===== src/rtl/in_deser_align.sv =====
// Serial-to-parallel deserializer, MSB first, with manual bitslip
// and automatic word alignment against a fixed training pattern.
module in_deser_align #(
  parameter int unsigned             WIDTH     = 8,
  parameter logic [WIDTH-1:0]        ALIGN_PAT = WIDTH'(8'h3C)
) (
  input  logic                       SCLK,
  input  logic                       CDN,
  input  logic                       CD,
  input  logic                       D,
  input  logic                       BITSLIP,
  input  logic                       ALIGN_REQ,
  output logic [WIDTH-1:0]           Q,
  output logic                       QVALID,
  output logic                       LOCKED,
  output logic                       ALIGN_ERR,
  output logic [$clog2(WIDTH)-1:0]   SLIP_CNT
);

  localparam int CW = $clog2(WIDTH);
  localparam int TW = $clog2(WIDTH + 1);

  typedef enum logic [1:0] {
    IDLE,
    SEARCH,
    SETTLE,
    LOCK
  } state_t;

  state_t           state_q, state_d;
  logic [WIDTH-2:0] sr_q, sr_d;
  logic [CW-1:0]    cnt_q, cnt_d;
  logic [CW-1:0]    slip_cnt_q, slip_cnt_d;
  logic [TW-1:0]    tries_q, tries_d;
  logic [WIDTH-1:0] q_q, q_d;
  logic             qv_q, qv_d;
  logic             err_q, err_d;
  logic [WIDTH-1:0] word;
  logic             ext_slip;
  logic             int_slip;
  logic             slip;

  always_comb begin
    state_d    = state_q;
    cnt_d      = cnt_q;
    slip_cnt_d = slip_cnt_q;
    tries_d    = tries_q;
    q_d        = q_q;
    qv_d       = 1'b0;
    err_d      = err_q;
    int_slip   = 1'b0;
    word       = {sr_q, D};
    sr_d       = word[WIDTH-2:0];
    ext_slip   = BITSLIP && !ALIGN_REQ &&
                 (state_q == IDLE || state_q == LOCK);

    unique case (state_q)
      IDLE: begin
        if (ALIGN_REQ) begin
          state_d = SEARCH;
          err_d   = 1'b0;
          tries_d = '0;
        end
      end
      SEARCH: begin
        if (ALIGN_REQ) begin
          tries_d = '0;
        end else if (qv_q) begin
          if (q_q == ALIGN_PAT) begin
            state_d = LOCK;
          end else if (tries_q == TW'(WIDTH)) begin
            state_d = IDLE;
            err_d   = 1'b1;
          end else begin
            int_slip = 1'b1;
            tries_d  = tries_q + 1'b1;
            state_d  = SETTLE;
          end
        end
      end
      SETTLE: begin
        // word right after a slip is dropped unchecked
        if (ALIGN_REQ) begin
          tries_d = '0;
          state_d = SEARCH;
        end else if (qv_q) begin
          state_d = SEARCH;
        end
      end
      LOCK: begin
        if (ALIGN_REQ) begin
          state_d = SEARCH;
          err_d   = 1'b0;
          tries_d = '0;
        end else if (BITSLIP) begin
          state_d = IDLE;
        end
      end
      default: state_d = IDLE;
    endcase

    slip = ext_slip || int_slip;

    if (slip) begin
      slip_cnt_d = (slip_cnt_q == CW'(WIDTH - 1)) ?
                   '0 : slip_cnt_q + 1'b1;
    end else if (cnt_q == CW'(WIDTH - 1)) begin
      q_d   = word;
      qv_d  = 1'b1;
      cnt_d = '0;
    end else begin
      cnt_d = cnt_q + 1'b1;
    end

    if (CD) begin
      state_d    = IDLE;
      sr_d       = '0;
      cnt_d      = '0;
      slip_cnt_d = '0;
      tries_d    = '0;
      q_d        = '0;
      qv_d       = 1'b0;
      err_d      = 1'b0;
    end
  end

  always_ff @(posedge SCLK or negedge CDN) begin
    if (!CDN) begin
      state_q    <= IDLE;
      sr_q       <= '0;
      cnt_q      <= '0;
      slip_cnt_q <= '0;
      tries_q    <= '0;
      q_q        <= '0;
      qv_q       <= 1'b0;
      err_q      <= 1'b0;
    end else begin
      state_q    <= state_d;
      sr_q       <= sr_d;
      cnt_q      <= cnt_d;
      slip_cnt_q <= slip_cnt_d;
      tries_q    <= tries_d;
      q_q        <= q_d;
      qv_q       <= qv_d;
      err_q      <= err_d;
    end
  end

  assign Q         = q_q;
  assign QVALID    = qv_q;
  assign LOCKED    = (state_q == LOCK);
  assign ALIGN_ERR = err_q;
  assign SLIP_CNT  = slip_cnt_q;

endmodule


===== config.mk =====
export PLATFORM = sky130hd
export DESIGN_NAME = in_deser_align
export DESIGN_NICKNAME = d
export VERILOG_FILES = /design/src/rtl/in_deser_align.sv
export SDC_FILE = /design/constraint.sdc
export NUM_CORES = 1
export LEC_CHECK = 0
export BUFFER_PORTS_ARGS = -buffer_cell sky130_fd_sc_hd__buf_2
export CAP_MARGIN = 0
export CORE_MARGIN = 5
export CORE_UTILIZATION = 25
export DETAILED_ROUTE_END_ITERATION = 8
export GPL_ROUTABILITY_DRIVEN = 0
export SYNTH_ARGS = -nofsm -noshare
export SYNTH_HDL_FRONTEND = slang
export SYNTH_SLANG_ARGS = --single-unit

===== constraint.sdc =====
create_clock -name SCLK -period 2.1 [get_ports SCLK]
set_clock_uncertainty 0.1 [all_clocks]
set_input_delay 0.105 -clock SCLK [delete_from_list [all_inputs] [get_ports SCLK]]
set_output_delay 0.105 -clock SCLK [all_outputs]
set_load 0.005 [all_outputs]

==> results of run 1 <==
power by group through the flow:
| stage | Sequential (mW) | Clock (mW) | Combinational [mW] |
|---|---|---|---|
| 6_report | 0.600 | 0.513 | 0.251 |
| 5_1_grt | 0.602 | 0.549 | 0.289 |
| 4_1_cts | 0.600 | 0.524 | 0.250 |
| 3_5_place_dp | 0.610 | 0 | 0.246 |
| 3_3_place_gp | 0.610 | 0 | 0.241 |
| 2_1_floorplan | 0.612 | 0 | 0.173 |
worst max-delay path: stages (launching register included):
cell and delay [ps]:
dfrtp_1 400, inv_1 90, ha_1 200, nand3b_4 110
and2_4 190, a311o_1 310, buf_12 160, mux2_4 290
through the flow:
| step | total power [mW] | instance area [um^2] | hold WS, ps | utilization, % | setup slack, ps |
|---|---|---|---|---|---|
| floorplan | 0.785 | 1590 | -291 | - | 97.9 |
| global placement | 0.851 | 1800 | 75.3 | 28.6 | 110 |
| detailed placement | 0.855 | 1800 | 74.9 | 28.6 | 58.2 |
| CTS | 1.37 | 1920 | 110 | 30.5 | 43.8 |
| global route | 1.44 | 1920 | 154 | 30.6 | 69.3 |
| finish | 1.36 | 1920 | 132 | 30.6 | 144 |
flip-flops by register name, indices dropped and copies added (netlist names):
name / flops
Q: 8
sr_q: 7
tries_q: 4
SLIP_CNT: 3
cnt_q: 3
state_q: 2
ALIGN_ERR: 1
QVALID: 1
layer usage:
metal	vias up	global-route usage, %
met5	-	0
met4	0	3.25
met3	6	2.74
met2	21	13.8
met1	504	11.0
li1	537	-
worst paths after layout:
check | slack, ps | startpoint | to
worst max-delay path | 140 | tries_q[0] | Q[5]
worst max register to register | 140 | tries_q[0] | Q[5]
worst min register to register | 420 | sr_q[4] | sr_q[5]
min in group asynchronous | 290 | CDN | cnt_q[0]
worst min-delay path | 130 | ALIGN_REQ | tries_q[2]
max in group asynchronous | 1170 | CDN | tries_q[3]
cell families after synthesis:
family,count (synthesis)
flip-flops,29
buffers and inverters,15
AO/OA/AOI/OAI,18
multiplexers,17
adder cells (fa/ha/maj),10
AND/OR/NAND/NOR,53
layout make-up:
class / instances / area (um^2)
Fill cell: 638 / 4360
Multi-Input combinational cell: 98 / 796
Sequential cell: 29 / 726
Timing Repair Buffer: 27 / 173
Clock buffer: 7 / 96.3
Tap cell: 77 / 96.3
Inverter: 8 / 30.0
Clock inverter: 1 / 5.00
cell usage in the layout (no fill, tap or decap), types with 2 or more instances in the layout:
cell type / instances
dfrtp_1: 29
buf_2: 19
nor2b_1: 16
nand2b_1: 10
ha_1: 10
inv_1: 8
mux2i_1: 7
mux2_4: 7
a21oi_1: 7
clkbuf_8: 7
nor2_1: 5
nand3_1: 5
buf_4: 5
nand2_1: 4
o21ai_0: 4
mux2_2: 3
and4bb_2: 2
nor3_1: 2
dlygate4sd3_1: 2
repair_timing:
action | in CTS | in global routing
hold buffers | 2 | 0
endpoints found under the hold margin | 30 | 0
buffers inserted | 0 | 0
endpoints found under the setup margin | 0 | 7
gates resized for setup | 0 | 1
==> metrics.csv, run 1 <==
stage,metric,value,unit
status,status,"complete, no violations",
power,Comb pwr share,18.4,%
clock_network,CTS max path bufs,2,
logic_synthesis,mean post-synth cell area,11.2,um^2
logic_synthesis,top-count cell post-synth,dfrtp_1,
setup_path,CP Data Required Time,2160,ps
power,Net Switching,366,uW
clock_network,CTS tree,yes,
power,static leakage,0.970,nW
sta,Setup TNS,0,ps
logic_synthesis,complex-gate fraction of the synthesized area,7.80,%
logic_synthesis,register area share after synthesis,45.7,%
sta,Worst-Margin Slew,673,ps
logic_synthesis,Post-synth EDFFs,0,
layout,Final Non-Filler Cells,247,
layout,area delta synth->final,21.0,%
floorplanning,die area,0.00805,mm^2
route,M1 WL,1490,um
route,Routed Antenna Nets,0,
run,number of max-cap violations,0,
route,Max Used Layer,met4,
grt,grt total ovfl,0,
power,VDD IR max,0.496,mV
sta,fmax,511,MHz
power,sw frac,26.8,%
route,Vias,1068,
floorplanning,Die Wd,89.7,um
logic_synthesis,Syn. warnings,0,
sta,RSZ-0062 raised after global routing,no,
clock_network,CTS root buf,clkbuf_8,
route,DRT Wirelength,3020,um
logic_synthesis,largest family of logic cells by synthesized area,simple AND/OR/NAND/NOR gates,
logic_synthesis,synthesized instance count,142,
setup_path,critical path class,reg2reg,
logic_synthesis,Post-synth top cells,"29 x dfrtp_1, 16 x nor2b_1, 10 x ha_1, 10 x nand2b_1, 8 x inv_1",
layout,Layout Nets,185,
placement,placed cells,237,
clock_network,H-tree depth,2,
clock_network,clk slew on worst S/H paths,70,ps
sta,# setup viols final,0,
clock_network,"Clk Latency, worst-skew pair",280,ps
clock_network,Num CTS Buffers,5,
logic_synthesis,XOR/XNOR Fraction of Synth Area,0,%
hold_path,Hold Path Class,in2reg,
floorplanning,I/O pin count,20,
logic_synthesis,Synth top area share,45.7,%
logic_synthesis,synthesized-area fraction occupied by adder cells,7.88,%
hold_path,Hold Crit Depth,3,
logic_synthesis,simple-gate share of the synthesized area,21.0,%
layout,antenna cell count,0,
route,routed length on met2,1360,um
sta,Final Max Tran Viols,0,
logic_synthesis,syn_nets,158,
sta,shortest period the worst path allows,1960,ps
placement,Final HPWL DP,2170,um
route,first drt pass iteration count,4,
route,Initial DRC Count,51,
clock_network,Sink Count,29,
floorplanning,Initial Util,25.3,%
logic_synthesis,Yosys reg bits,29,
logic_synthesis,post-synthesis mux area share,13.2,%
setup_path,r2r worst-path depth,7,
floorplanning,die height,89.7,um
floorplanning,Core ar.,0.00628,mm^2
sta,Max-slew headroom,55.1,%
sta,Final Cycle Share,93.1,%
route,metal3 WL,118,um
logic_synthesis,"top cells by area, synth","dfrtp_1 46%, ha_1 7.9%, mux2_4 6.6%, nor2b_1 6.3%, mux2i_1 4.4%",
setup_path,CP Launch Type,flop,
grt,pin count of the biggest net entering global routing,38,
floorplanning,FP Rows,29,
route,Vias/cell,4.32,
power,clock share of power,37.6,%
logic_synthesis,ys flop type,dfrtp_1,
setup_path,Crit Path Max Fanout,9,
power,Internal,999,uW
logic_synthesis,Yosys top cell by area,dfrtp_1,
grt,first-pass GRT wire length,5400,um
grt,GRT Util Overall,8.69,%
power,sequential power share,44.0,%
setup_path,WP data arrival,2020,ps
grt,initial antenna violation count,0,
placement,# port buffers,19,
logic_synthesis,asr flop ratio synth,100,%
route,DRC violations left,0,
setup_path,critical path capture point type,flop,
logic_synthesis,Mapped Area,0.00159,mm^2
layout,layout cells sized above 1,31.2,%
sta,Final Hold Vio Count,0,
logic_synthesis,post-synthesis cell type count,33,
route,WL per Instance,12.2,um
power,power density over the cells,710,mW/mm^2
grt,vias in the first global route,1160,
Power figures use the tool's default switching activity.
==> run 2: changes to the inputs <==
- CORE_UTILIZATION: 25 -> 40
==> run 2 against run 1 <==
Critical endpoint is now cnt_q[0]. Design area shrank 2.1%. Die area is 34% lower. Highest routed layer unchanged. Via count grew 1.9%. Critical path depth fell by 1. Core utilization increased by 17 points. Setup slack worse by 130 ps.
==> metrics.csv, run 2 (synthesis gave the netlist of run 1 again) <==
stage,metric,value,unit
sta,Final Cycle Share,99.2,%
grt,initial antenna violation count,0,
route,Vias/cell,5.01,
sta,RSZ-0062 raised after global routing,yes,
setup_path,Crit Path Max Fanout,6,
clock_network,CTS tree,yes,
floorplanning,Die Wd,73.0,um
floorplanning,Core ar.,0.00391,mm^2
sta,Final Hold Vio Count,0,
route,DRT Wirelength,2970,um
floorplanning,I/O pin count,20,
layout,"commonest non-fill, non-tap cells in the layout","29 x dfrtp_1, 19 x buf_2, 16 x nor2b_1",
setup_path,critical path class,reg2reg,
clock_network,H-tree depth,2,
power,static leakage,0.955,nW
clock_network,CTS root buf,clkbuf_8,
sta,shortest period the worst path allows,2080,ps
layout,fillers,388,
grt,first-pass GRT wire length,5310,um
layout,Layout Nets,182,
placement,pre-CTS setup slack,34.9,ps
sta,Final Max Tran Viols,0,
placement,Final HPWL DP,2190,um
floorplanning,FP Rows,23,
layout,antenna cell count,0,
power,VDD IR max,0.795,mV
sta,fmax,480,MHz
route,WL per Instance,13.7,um
floorplanning,die area,0.00533,mm^2
layout,max reg flops,8,
sta,# setup viols final,0,
hold_path,Hold Path Class,in2reg,
run,number of max-cap violations,0,
power,power density over the cells,765,mW/mm^2
sta,Max-slew headroom,57.2,%
grt,pin count of the biggest net entering global routing,38,
clock_network,"Clk Latency, worst-skew pair",280,ps
clock_network,Sink Count,29,
route,DRC violations left,0,
placement,placed instance area,0.00174,mm^2
sta,Worst-Margin Slew,642,ps
layout,Finished Core Util,48.1,%
route,Routed Antenna Nets,0,
status,status,"complete, no violations",
setup_path,WP data arrival,2140,ps
clock_network,Num CTS Buffers,5,
clock_network,clk slew on worst S/H paths,60,ps
setup_path,critical path capture point type,flop,
clock_network,CTS max path bufs,2,
route,Initial DRC Count,29,
sta,post-route setup slack,17.3,ps
route,first drt pass iteration count,4,
route,Vias,1088,
grt,grt total ovfl,0,
grt,GRT Util Overall,12.8,%
layout,"Design Area, Final",0.00188,mm^2
floorplanning,die height,73.0,um
layout,"commonest non-fill, non-tap cell in the layout",dfrtp_1,
setup_path,CP Launch Type,flop,
placement,# port buffers,19,
floorplanning,Initial Util,40.6,%
layout,area delta synth->final,18.5,%
layout,layout cells sized above 1,29.9,%
setup_path,slack of the worst reg-to-reg path,20,ps
grt,vias in the first global route,1149,
setup_path,CP Data Required Time,2160,ps
==> run 2: changes by cell type in the layout (fill, tap and decap cells not counted), sizes merged <==
cell      before  now
clkinvlp       0    1
buf           25   22
clkinv         1    0
clkbuf         7    6
bufinv         0    1
==> run 2: cell type report <==
| type | count | area, um^2 | area share (%) |
|---|---|---|---|
| clock inverter | 2 | 37.5 | 1.99 |
| clock buffer | 6 | 82.6 | 4.39 |
| inverter | 8 | 30.0 | 1.60 |
| multi-input combinational | 98 | 793 | 42.2 |
| tap | 50 | 62.6 | 3.32 |
| sequential | 29 | 726 | 38.6 |
| timing repair buffer | 24 | 150 | 7.98 |
==> run 2: repair_timing <==
action / 4_1_cts / 5_1_grt
endpoints found under the setup margin: 0 / 9
setup buffers: 0 / 0
hold buffers: 2 / 0
gates resized for setup: 0 / 1
hold endpoints to repair: 30 / 0
==> run 2: critical path: stages (launching register included) <==
cell	delay, ps
dfrtp_1	410
inv_1	90
ha_2	200
nand3b_4	100
and2_4	190
a31oi_2	460
mux2_2	400
==> run 2: final timing paths <==
| kind | startpoint | endpoint | depth (start not counted) |
|---|---|---|---|
| worst min register to register | sr_q[6] | Q[7] | 2 |
| worst max register to register | tries_q[0] | cnt_q[0] | 6 |
| max in group asynchronous | CDN | state_q[0] | 2 |
| min in group asynchronous | CDN | sr_q[3] | 2 |
| worst max-delay path | tries_q[0] | cnt_q[0] | 6 |
| worst min-delay path | ALIGN_REQ | tries_q[0] | 3 |
==> run 2: stage by stage <==
step           total power, mW  setup TNS (ps)  instances  hold slack, ps
2_1_floorplan            0.785               0        142            -291
3_3_place_gp             0.835               0        207            60.3
3_5_place_dp             0.851               0        207            64.7
4_1_cts                   1.46               0        217             137
5_1_grt                   1.51            -159        217             152
6_report                  1.44               0        217             141
==> run 2: power by group <==
group / internal, mW / switching [mW] / leakage (nW) / total [mW]
Combinational: 0.107 / 0.133 / 0.499 / 0.240
Clock: 0.385 / 0.213 / 0.0574 / 0.598
Sequential: 0.585 / 0.0160 / 0.399 / 0.601
Total: 1.08 / 0.362 / 0.955 / 1.44
==> run 2: per-layer routing <==
metal,vias up,global-route usage [%],part of all wire [%]
li1,535,-,-
met2,13,21.2,51
met4,0,5.12,1.5
met3,6,3.72,3.0
met5,-,0,0
met1,534,15.7,44
